### src/rtl/config_stream_loader_if.sv
// ---------------------------------------------------------------------------
// config_stream_loader_if
//   Bundles the stream input, restart strobe and configuration-bus outputs of
//   config_stream_loader.
//   master : stream source / observer  (drives restart, in_valid, in_data)
//   slave  : the loader itself          (drives in_ready, config bus, status)
//   Signals:
//     restart      1        synchronous restart pulse
//     in_valid     1        in_data valid
//     in_ready     1        loader accepts a byte this cycle
//     in_data      8        stream byte
//     config_addr  32       [15:0] tile_id, [31:16] section
//     config_data  32       configuration word
//     busy         1        frame partially collected or write in progress
//     done         1        terminator seen (sticky)
//     frame_count  COUNT_W  writes issued, saturating
//     checksum_err 1        checksum mismatch (sticky, optional feature)
// ---------------------------------------------------------------------------
interface config_stream_loader_if #(
    parameter int unsigned COUNT_W = 16
);
    logic               restart;
    logic               in_valid;
    logic               in_ready;
    logic [7:0]         in_data;
    logic [31:0]        config_addr;
    logic [31:0]        config_data;
    logic               busy;
    logic               done;
    logic [COUNT_W-1:0] frame_count;
    logic               checksum_err;

    modport master (
        output restart, in_valid, in_data,
        input  in_ready, config_addr, config_data, busy, done, frame_count,
               checksum_err
    );

    modport slave (
        input  restart, in_valid, in_data,
        output in_ready, config_addr, config_data, busy, done, frame_count,
               checksum_err
    );
endinterface

### src/rtl/config_stream_loader.sv
// ---------------------------------------------------------------------------
// config_stream_loader
//   Initiator of the tile configuration bus. Collects 8-byte frames
//   (address LSB first, then data LSB first) from a valid/ready byte stream
//   and drives each one onto config_addr/config_data for WRITE_CYCLES cycles,
//   followed by at least one idle bus cycle. A frame whose address equals
//   TERM_ADDR ends the stream and is never driven onto the bus.
//   Ports:
//     clk    rising-edge clock
//     rst_n  asynchronous active-low reset
//     cfg    config_stream_loader_if.slave (stream in, restart, bus/status out)
//   Optional feature (macro CONFIG_LOADER_CHECKSUM_EN):
//     after the terminator one extra byte is accepted and compared with the
//     XOR of all frame bytes since reset/restart; a mismatch sets the sticky
//     checksum_err. Without the macro checksum_err is tied low.
// ---------------------------------------------------------------------------
module config_stream_loader #(
    parameter int unsigned WRITE_CYCLES = 1,
    parameter int unsigned COUNT_W      = 16,
    parameter logic [31:0] TERM_ADDR    = 32'hFFFF_FFFF
) (
    input logic                   clk,
    input logic                   rst_n,
    config_stream_loader_if.slave cfg
);

`ifdef CONFIG_LOADER_CHECKSUM_EN
    typedef enum logic [1:0] {ST_COLLECT, ST_WRITE, ST_DONE, ST_CHECK} state_e;
`else
    typedef enum logic [1:0] {ST_COLLECT, ST_WRITE, ST_DONE} state_e;
`endif

    // Write hold counter counts down from WRITE_CYCLES-1 to 0.
    localparam logic [3:0] WCNT_LOAD = 4'(WRITE_CYCLES - 1);

    state_e             state_q,    state_d;
    logic [2:0]         byte_idx_q, byte_idx_d;
    logic [55:0]        frame_q,    frame_d;     // bytes 0..6 of the frame
    logic [3:0]         wcnt_q,     wcnt_d;
    logic               in_ready_q, in_ready_d;
    logic [31:0]        addr_q,     addr_d;
    logic [31:0]        data_q,     data_d;
    logic               busy_q,     busy_d;
    logic               done_q,     done_d;
    logic [COUNT_W-1:0] count_q,    count_d;
`ifdef CONFIG_LOADER_CHECKSUM_EN
    logic [7:0]         xor_q,      xor_d;
    logic               err_q,      err_d;
`endif

    logic        accept;
    logic [63:0] frame_shift;

    assign accept      = cfg.in_valid && in_ready_q;
    // On the eighth byte this holds the complete frame: [31:0] address,
    // [63:32] data.
    assign frame_shift = {cfg.in_data, frame_q};

    always_ff @(posedge clk or negedge rst_n) begin
        if (!rst_n) begin
            state_q    <= ST_COLLECT;
            byte_idx_q <= '0;
            frame_q    <= '0;
            wcnt_q     <= '0;
            in_ready_q <= 1'b0;
            addr_q     <= '0;
            data_q     <= '0;
            busy_q     <= 1'b0;
            done_q     <= 1'b0;
            count_q    <= '0;
`ifdef CONFIG_LOADER_CHECKSUM_EN
            xor_q      <= '0;
            err_q      <= 1'b0;
`endif
        end else begin
            state_q    <= state_d;
            byte_idx_q <= byte_idx_d;
            frame_q    <= frame_d;
            wcnt_q     <= wcnt_d;
            in_ready_q <= in_ready_d;
            addr_q     <= addr_d;
            data_q     <= data_d;
            busy_q     <= busy_d;
            done_q     <= done_d;
            count_q    <= count_d;
`ifdef CONFIG_LOADER_CHECKSUM_EN
            xor_q      <= xor_d;
            err_q      <= err_d;
`endif
        end
    end

    always_comb begin
        state_d    = state_q;
        byte_idx_d = byte_idx_q;
        frame_d    = frame_q;
        wcnt_d     = wcnt_q;
        in_ready_d = in_ready_q;
        addr_d     = addr_q;
        data_d     = data_q;
        done_d     = done_q;
        count_d    = count_q;
`ifdef CONFIG_LOADER_CHECKSUM_EN
        xor_d      = xor_q;
        err_d      = err_q;
`endif

        if (cfg.restart) begin
            // Restart wins over everything; a byte offered now is not taken.
            state_d    = ST_COLLECT;
            byte_idx_d = '0;
            wcnt_d     = '0;
            in_ready_d = 1'b1;
            addr_d     = '0;
            data_d     = '0;
            done_d     = 1'b0;
            count_d    = '0;
`ifdef CONFIG_LOADER_CHECKSUM_EN
            xor_d      = '0;
            err_d      = 1'b0;
`endif
        end else begin
            case (state_q)
                ST_COLLECT: begin
                    in_ready_d = 1'b1;
                    if (accept) begin
                        frame_d    = frame_shift[63:8];
                        byte_idx_d = byte_idx_q + 3'd1;
`ifdef CONFIG_LOADER_CHECKSUM_EN
                        xor_d      = xor_q ^ cfg.in_data;
`endif
                        if (byte_idx_q == 3'd7) begin
                            if (frame_shift[31:0] == TERM_ADDR) begin
`ifdef CONFIG_LOADER_CHECKSUM_EN
                                state_d    = ST_CHECK;
`else
                                state_d    = ST_DONE;
                                done_d     = 1'b1;
                                in_ready_d = 1'b0;
`endif
                            end else begin
                                state_d    = ST_WRITE;
                                addr_d     = frame_shift[31:0];
                                data_d     = frame_shift[63:32];
                                wcnt_d     = WCNT_LOAD;
                                in_ready_d = 1'b0;
                            end
                        end
                    end
                end
                ST_WRITE: begin
                    in_ready_d = 1'b0;
                    if (wcnt_q == '0) begin
                        state_d    = ST_COLLECT;
                        addr_d     = '0;
                        data_d     = '0;
                        in_ready_d = 1'b1;
                        if (count_q != '1) begin
                            count_d = count_q + 1'b1;
                        end
                    end else begin
                        wcnt_d = wcnt_q - 4'd1;
                    end
                end
`ifdef CONFIG_LOADER_CHECKSUM_EN
                ST_CHECK: begin
                    in_ready_d = 1'b1;
                    if (accept) begin
                        err_d      = err_q | (cfg.in_data != xor_q);
                        done_d     = 1'b1;
                        state_d    = ST_DONE;
                        in_ready_d = 1'b0;
                    end
                end
`endif
                ST_DONE: begin
                    in_ready_d = 1'b0;
                end
                default: begin
                    state_d = ST_COLLECT;
                end
            endcase
        end

        // busy is registered, so derive it from the next-state values.
        busy_d = (byte_idx_d != '0) || (state_d == ST_WRITE);
    end

    assign cfg.in_ready    = in_ready_q;
    assign cfg.config_addr = addr_q;
    assign cfg.config_data = data_q;
    assign cfg.busy        = busy_q;
    assign cfg.done        = done_q;
    assign cfg.frame_count = count_q;
`ifdef CONFIG_LOADER_CHECKSUM_EN
    assign cfg.checksum_err = err_q;
`else
    assign cfg.checksum_err = 1'b0;
`endif

endmodule

### src/flat_wrapper.sv
// flat-port wrapper written by rule: the top's interface ports become plain ports
module config_stream_loader_flat 
#(
    parameter int unsigned WRITE_CYCLES = 1,
    parameter int unsigned COUNT_W      = 16,
    parameter logic [31:0] TERM_ADDR    = 32'hFFFF_FFFF
)
  (clk, rst_n, cfg_restart, cfg_in_valid, cfg_in_data, cfg_in_ready, cfg_config_addr, cfg_config_data, cfg_busy, cfg_done, cfg_frame_count, cfg_checksum_err);
  config_stream_loader_if #(.COUNT_W(COUNT_W)) cfg_i ();
  input logic clk;
  input logic rst_n;
  input wire logic [$bits(cfg_i.restart)-1:0] cfg_restart;
  input wire logic [$bits(cfg_i.in_valid)-1:0] cfg_in_valid;
  input wire logic [$bits(cfg_i.in_data)-1:0] cfg_in_data;
  output wire logic [$bits(cfg_i.in_ready)-1:0] cfg_in_ready;
  output wire logic [$bits(cfg_i.config_addr)-1:0] cfg_config_addr;
  output wire logic [$bits(cfg_i.config_data)-1:0] cfg_config_data;
  output wire logic [$bits(cfg_i.busy)-1:0] cfg_busy;
  output wire logic [$bits(cfg_i.done)-1:0] cfg_done;
  output wire logic [$bits(cfg_i.frame_count)-1:0] cfg_frame_count;
  output wire logic [$bits(cfg_i.checksum_err)-1:0] cfg_checksum_err;
  assign cfg_i.restart = cfg_restart;
  assign cfg_i.in_valid = cfg_in_valid;
  assign cfg_i.in_data = cfg_in_data;
  assign cfg_in_ready = cfg_i.in_ready;
  assign cfg_config_addr = cfg_i.config_addr;
  assign cfg_config_data = cfg_i.config_data;
  assign cfg_busy = cfg_i.busy;
  assign cfg_done = cfg_i.done;
  assign cfg_frame_count = cfg_i.frame_count;
  assign cfg_checksum_err = cfg_i.checksum_err;
  config_stream_loader #(.WRITE_CYCLES(WRITE_CYCLES), .COUNT_W(COUNT_W), .TERM_ADDR(TERM_ADDR)) u_core (.clk(clk), .rst_n(rst_n), .cfg(cfg_i));
endmodule
### config.mk
export PLATFORM = sky130hd
export DESIGN_NAME = config_stream_loader_flat
export DESIGN_NICKNAME = d
export VERILOG_FILES = /design/src/rtl/config_stream_loader_if.sv /design/src/rtl/config_stream_loader.sv /design/src/flat_wrapper.sv
export SDC_FILE = /design/constraint.sdc
export NUM_CORES = 1
export LEC_CHECK = 0
export CAP_MARGIN = 20
export CELL_PAD_IN_SITES_DETAIL_PLACEMENT = 1
export CELL_PAD_IN_SITES_GLOBAL_PLACEMENT = 1
export CORE_UTILIZATION = 45
export DETAILED_ROUTE_END_ITERATION = 8
export PLACE_DENSITY = 0.8
export SLEW_MARGIN = 0
export SYNTH_ARGS = -nofsm -noshare
export SYNTH_HDL_FRONTEND = slang
export SYNTH_SLANG_ARGS = --single-unit
### constraint.sdc
create_clock -name clk -period 3 [get_ports clk]
set_input_delay 0.45 -clock clk [delete_from_list [all_inputs] [get_ports clk]]
set_output_delay 0.45 -clock clk [all_outputs]
set_load 0.005 [all_outputs]
==> impl_metrics.tcl, run 1 <==
set metrics [dict create \
    outcome "finished, final reports clean" \
    num_antenna_cells 0 \
    cts.clk_slew.worst_paths_ps 60 \
    avgSynthCellArea_um2 13.9 \
    cts.htree.levels 4 \
    synth-seq-cells 148 \
    tns_ps 0 \
    wl_met2_mm 7.50 \
    grt_max_degree 72 \
    cp-start-kind "flip-flop" \
    io_pins 96 \
    cap_violations 0 \
    clockBufferDepth 2 \
    routed.top_layer "met4" \
    ant_nets 0 \
    setup_viol 0 \
    totalWireLength_mm 14.9 \
    via_per_inst 5.58 \
    cts_buffers 17 \
    cellPowerDensity_nw_per_um2 664 \
    clock-sinks 148 \
    first_global_vias 4386 \
    syn2layout_area_growth_pct 26.2 \
    yosysTopAreaCellShare_pct 60.3 \
    min_period_ps 2640 \
    timing.critical_path.required_ps 3340 \
    met3WireLength_um 691 \
    portBuffers 94 \
    place_hpwl_mm 9.63 \
    wl_met1_mm 6.48 \
    fmax_ghz 0.378 \
    synthDistinctLibCells 48 \
    yosys_warnings 0 \
    wl_per_cell_um 20.4 \
    antenna_found_initial 0 \
    leakage_nw 3.40 \
    crit_fanout 39 \
    cts_resized 0 \
    syn_nets 463 \
    ir_drop_uv 404 \
    start_util_pct 46.2 \
    cp-end-kind "flip-flop" \
    gp_congestion 0.743 \
    cp_data_arrival_time_ps 2990 \
    rows 42 \
    ys_seq_area_share_pct 60.3 \
    postCtsSetupBuffers 0 \
    ys_async_sr_fraction_pct 100 \
    slew_viol_final 0 \
    grt_overflow_total 0 \
    drtPass1Iterations 4 \
    grt_pass1_wl_mm 24.5 \
    die_area_um2 14100 \
    yosys-top-cells-area "dfrtp_1 (60%), mux2_2 (11%), a22o_1 (9.1%)" \
    hold_viol 0 \
    synth_ff_type "dfrtp_1" \
    vias 4064 \
    drc 0 \
    finClkSkew_ps 4.31 \
    core_um2 13300 \
    root_buffer "clkbuf_16" \
    synth_edf_count 0 \
    slew_headroom_pct 44.9 \
    nNetsFinal 561 \
    worstSkewPairLatency_ps 410 \
    rsz0062_at_grt "no" \
    netlist_area_um2 6140 \
    fp.dieH_um 119 \
    synthCells 441 \
    grt_use_total_pct 22.6 \
    drt-initial-drc-count 220 \
    die_w_um 119 \
    cts_tree "built" \
    period_share_pct 88.1 \
    fin_hold_ws_ps 44.0 \
    tightest_slew_ps 827 \
    ctsHoldBuffers 0 \
    drive_above_1_share_pct 19.4 \
    synth_largest_area_cell "dfrtp_1" \
    hold_path_class "in -> async" \
    worst-setup-path-type "reg -> reg" \
]
-- state kept, by name (all words and copies together) (netlist names) --
name / count
u_core.cfg.config_data: 32
u_core.cfg.config_addr: 32
u_core.wcnt_q: 4
u_core.frame_q: 56
u_core.cfg.in_ready: 1
u_core.cfg.done: 1
u_core.cfg.frame_count: 16
u_core.state_q: 2
u_core.byte_idx_q: 3
u_core.cfg.busy: 1
-- path summary, 6_finish.rpt --
path	slack [ps]	startpoint	depth (start not counted)	end
max	360	u_core.state_q[0]$_DFF_PN0_	8	u_core.cfg.config_addr[1]$_DFFE_PN0P_
min	40	rst_n	1	u_core.cfg.frame_count[14]$_DFFE_PN0P_
max reg2reg	360	u_core.state_q[0]$_DFF_PN0_	8	u_core.cfg.config_addr[1]$_DFFE_PN0P_
min reg2reg	510	u_core.cfg.config_addr[12]$_DFFE_PN0P_	1	u_core.cfg.config_addr[12]$_DFFE_PN0P_
max in group asynchronous	2140	rst_n	2	u_core.frame_q[22]$_DFFE_PN0P_
min in group clk	510	u_core.cfg.config_addr[12]$_DFFE_PN0P_	1	u_core.cfg.config_addr[12]$_DFFE_PN0P_
-- cells by family (layout without fill, tap and decap cells) --
logic type,count (synthesis),in the layout,share of synthesized area [%]
and+or+nand+nor,81,81,7.32
other,1,1,0.0611
AOI/OAI and AO/OA,92,92,12.8
xor gates and xnor gates,14,14,2.00
adders and majority gates,10,10,2.04
buffers and inverters,34,145,4.34
DFF,148,148,60.3
muxes,61,61,11.1
-- final cells by class --
cell class                      count  area (um2)
Sequential cell                   148        3700
Timing Repair Buffer              105        1040
Inverter                            8        30.0
Tap cell                          176         220
Clock inverter                      8         100
Multi-Input combinational cell    259        2170
Clock buffer                       24         482
Fill cell                        1281        5550
-- stage by stage --
| stage | setup WS, ps | power [mW] | cell area, um2 | utilization [%] | instances |
|---|---|---|---|---|---|
| finish | 358 | 5.15 | 7750 | 58.3 | 728 |
| global route | 162 | 5.36 | 7750 | 58.3 | 728 |
| CTS | 374 | 5.20 | 7750 | 58.3 | 728 |
| detailed placement | 387 | 3.08 | 7160 | 53.9 | 696 |
| global placement | 454 | 3.03 | 7160 | 53.9 | 696 |
| floorplan | 981 | 2.84 | 6140 | - | 441 |
-- power by group --
| group | switching (mW) | internal, mW |
|---|---|---|
| clock network | 0.794 | 1.29 |
| logic | 0.184 | 0.261 |
| registers | 0.330 | 2.29 |
-- critical path, cell delays in order, from the launching register on --
cell	delay (ps)
dfrtp_1	410
inv_1	140
ha_1	360
inv_1	90
a21boi_0	270
a21oi_1	130
o22ai_4	660
buf_12	290
a22o_1	200
-- synthesized netlist by cell type (all sizes together) (2+ instances only) --
library cell	count
inv	8
a31oi	3
xor2	6
a22o	64
clkbuf	3
nor2	25
nor3	7
mux2	58
ha	10
o2bb2ai	2
nand2	7
nand2b	2
nand4	15
a21oi	5
a21boi	2
o21a	2
nand3	8
and4	2
xnor2	8
or2	2
buf	23
a221o	2
a211oi	4
mux2i	3
nor4	4
and3	4
dfrtp	148
-- layout by cell type, fill, tap and decap left out, types with 7 or more instances in the layout --
master / instances
dfrtp_1: 148
clkbuf_16: 17
xnor2_1: 8
mux2_2: 58
nand2_1: 7
nor2_1: 25
nand4_1: 15
buf_4: 10
a22o_1: 64
ha_1: 10
clkdlybuf4s50_1: 93
inv_1: 8
nand3_1: 7
-- metal layers --
layer / vias to the layer above / GRT usage (%)
li1: 1835 / -
met1: 2114 / 29.0
met2: 95 / 37.2
met3: 20 / 6.27
met4: 0 / 7.28
met5: - / 0
(Power assumes the default switching activity.)
==> run 2, diff against run 1 <==
ABC_CLOCK_PERIOD_IN_PS = 3000   (was default)
==> results of run 2 <==
The final DEF is identical to that of run 1; final timing and power are the same.
==> run 3, diff against run 2 <==
CORE_UTILIZATION = 35   (was 45)
PLACE_DENSITY = 0.65   (was 0.8)
==> impl_metrics.tcl, run 3 (synthesis gave the netlist of run 1 again) <==
set metrics [dict create \
    cp-end-kind "flip-flop" \
    cts_tree "built" \
    syn2layout_area_growth_pct 27.7 \
    vias 4041 \
    cap_violations 0 \
    rows 48 \
    dp_cells 744 \
    portBuffers 94 \
    ant_nets 0 \
    cts.clk_slew.worst_paths_ps 60 \
    tns_ps 0 \
    drtPass1Iterations 5 \
    cp-start-kind "flip-flop" \
    layout.cells.non_filler 776 \
    rsz0062_at_grt "no" \
    crit_fanout 64 \
    io_pins 96 \
    drive_above_1_share_pct 20.0 \
    outcome "finished, final reports clean" \
    drc 0 \
    hold_path_class "in -> async" \
    gp_congestion 0.775 \
    finClkSkew_ps 13.2 \
    min_period_ps 2530 \
    r2r_slack_ps 470 \
    place_hpwl_mm 9.62 \
    hold_viol 0 \
    final_util_pct 45.5 \
    path_cells "nand4_1 -> nor4_2 -> a21boi_2 -> o22ai_4 -> buf_4 -> a22o_1" \
    tightest_slew_ps 748 \
    cts_resized 0 \
    setup_viol 0 \
    slew_viol_final 0 \
    slowest_delay_ps 590 \
    cts_buffers 17 \
    clockBufferDepth 2 \
    cellPowerDensity_nw_per_um2 668 \
    period_share_pct 84.3 \
    nFillCells 1750 \
    worst-setup-path-type "reg -> reg" \
    grt_overflow_total 0 \
    drt-initial-drc-count 201 \
    antenna_found_initial 0 \
    fmax_ghz 0.396 \
    grt_pass1_wl_mm 24.0 \
    cp_data_arrival_time_ps 2890 \
    postLayoutCellArea_um2 7840 \
    grt_use_total_pct 17.6 \
    reg2reg_depth 6 \
    wl_per_cell_um 18.9 \
    timing.critical_path.required_ps 3360 \
    r2r_start "u_core.frame_q[15]$_DFFE_PN0P_" \
    first_global_vias 4423 \
    die_w_um 134 \
    timing.rr.end "u_core.cfg.config_data[21]$_DFFE_PN0P_" \
    die_area_um2 18100 \
    core_um2 17200 \
    clock-sinks 148 \
    crit_path_top_delay_cell "nor4_2" \
    worstSkewPairLatency_ps 430 \
    largest_register_ff_count 56 \
    placed_cell_area_um2 7220 \
    final_common_cell "dfrtp_1" \
    nNetsFinal 560 \
    num_antenna_cells 0 \
    ctsHoldBuffers 0 \
    start_util_pct 35.6 \
    mostFrequentLayoutCells "dfrtp_1 (148), clkdlybuf4s50_1 (93), a22o_1 (64)" \
    slew_headroom_pct 50.1 \
    layout.area.seq_um2 3700 \
    postCtsSetupBuffers 0 \
    cts.htree.levels 4 \
    multi_input_area_um2 2170 \
    root_buffer "clkbuf_16" \
    via_per_inst 5.21 \
    grt_max_degree 74 \
    totalWireLength_mm 14.7 \
    fp.dieH_um 134 \
    ir_drop_uv 448 \
    regMostFlops "u_core.frame_q" \
    leakage_nw 3.41 \
]
==> run 3: worst max path at each step <==
stage | start | endpoint | slack (ps)
CTS | u_core.frame_q[15]$_DFFE_PN0P_ | u_core.cfg.config_addr[21]$_DFFE_PN0P_ | 460
detailed placement | cfg_in_valid | u_core.cfg.config_addr[8]$_DFFE_PN0P_ | 370
floorplan | u_core.state_q[0]$_DFF_PN0_ | u_core.cfg.config_addr[0]$_DFFE_PN0P_ | 980
global placement | cfg_in_valid | u_core.cfg.config_data[5]$_DFFE_PN0P_ | 410
global route | u_core.state_q[0]$_DFF_PN0_ | u_core.cfg.config_addr[21]$_DFFE_PN0P_ | 280
finish | u_core.frame_q[15]$_DFFE_PN0P_ | u_core.cfg.config_data[21]$_DFFE_PN0P_ | 470
==> run 3: power by group <==
group	total, mW	switching, mW	internal, mW
registers	2.61	0.321	2.29
clock network	2.20	0.825	1.37
logic	0.427	0.170	0.257
total	5.24	1.32	3.92
==> run 3: critical path: cells and delay by family (launching register included) <==
kind                   cells  cell delay (ps)
buffers and inverters      1              580
AOI/OAI and AO/OA          3              660
and+or+nand+nor            2              730
DFF                        1              430
==> run 3: layout make-up <==
type / instances / share of cell area, %
Sequential cell: 148 / 47.3
Multi-Input combinational cell: 259 / 27.7
Timing Repair Buffer: 104 / 13.1
Clock buffer: 20 / 5.96
Tap cell: 225 / 3.59
Clock inverter: 12 / 1.92
Inverter: 8 / 0.383
==> run 3: metal layers <==
metal	routed length, um	vias to the layer above	GRT usage [%]
li1	-	1825	-
met1	6350	2093	22.1
met2	7430	101	28.7
met3	655	22	4.46
met4	225	0	7.80
met5	0	-	0
==> run 3: per-stage QoR <==
stage	total power [mW]	hold slack (ps)	worst slack [ps]
after floorplan	2.84	154	981
after global placement	3.04	479	414
after detailed placement	3.08	489	369
after CTS	5.32	46.5	463
after global routing	5.46	80.6	281
final	5.24	33.5	472
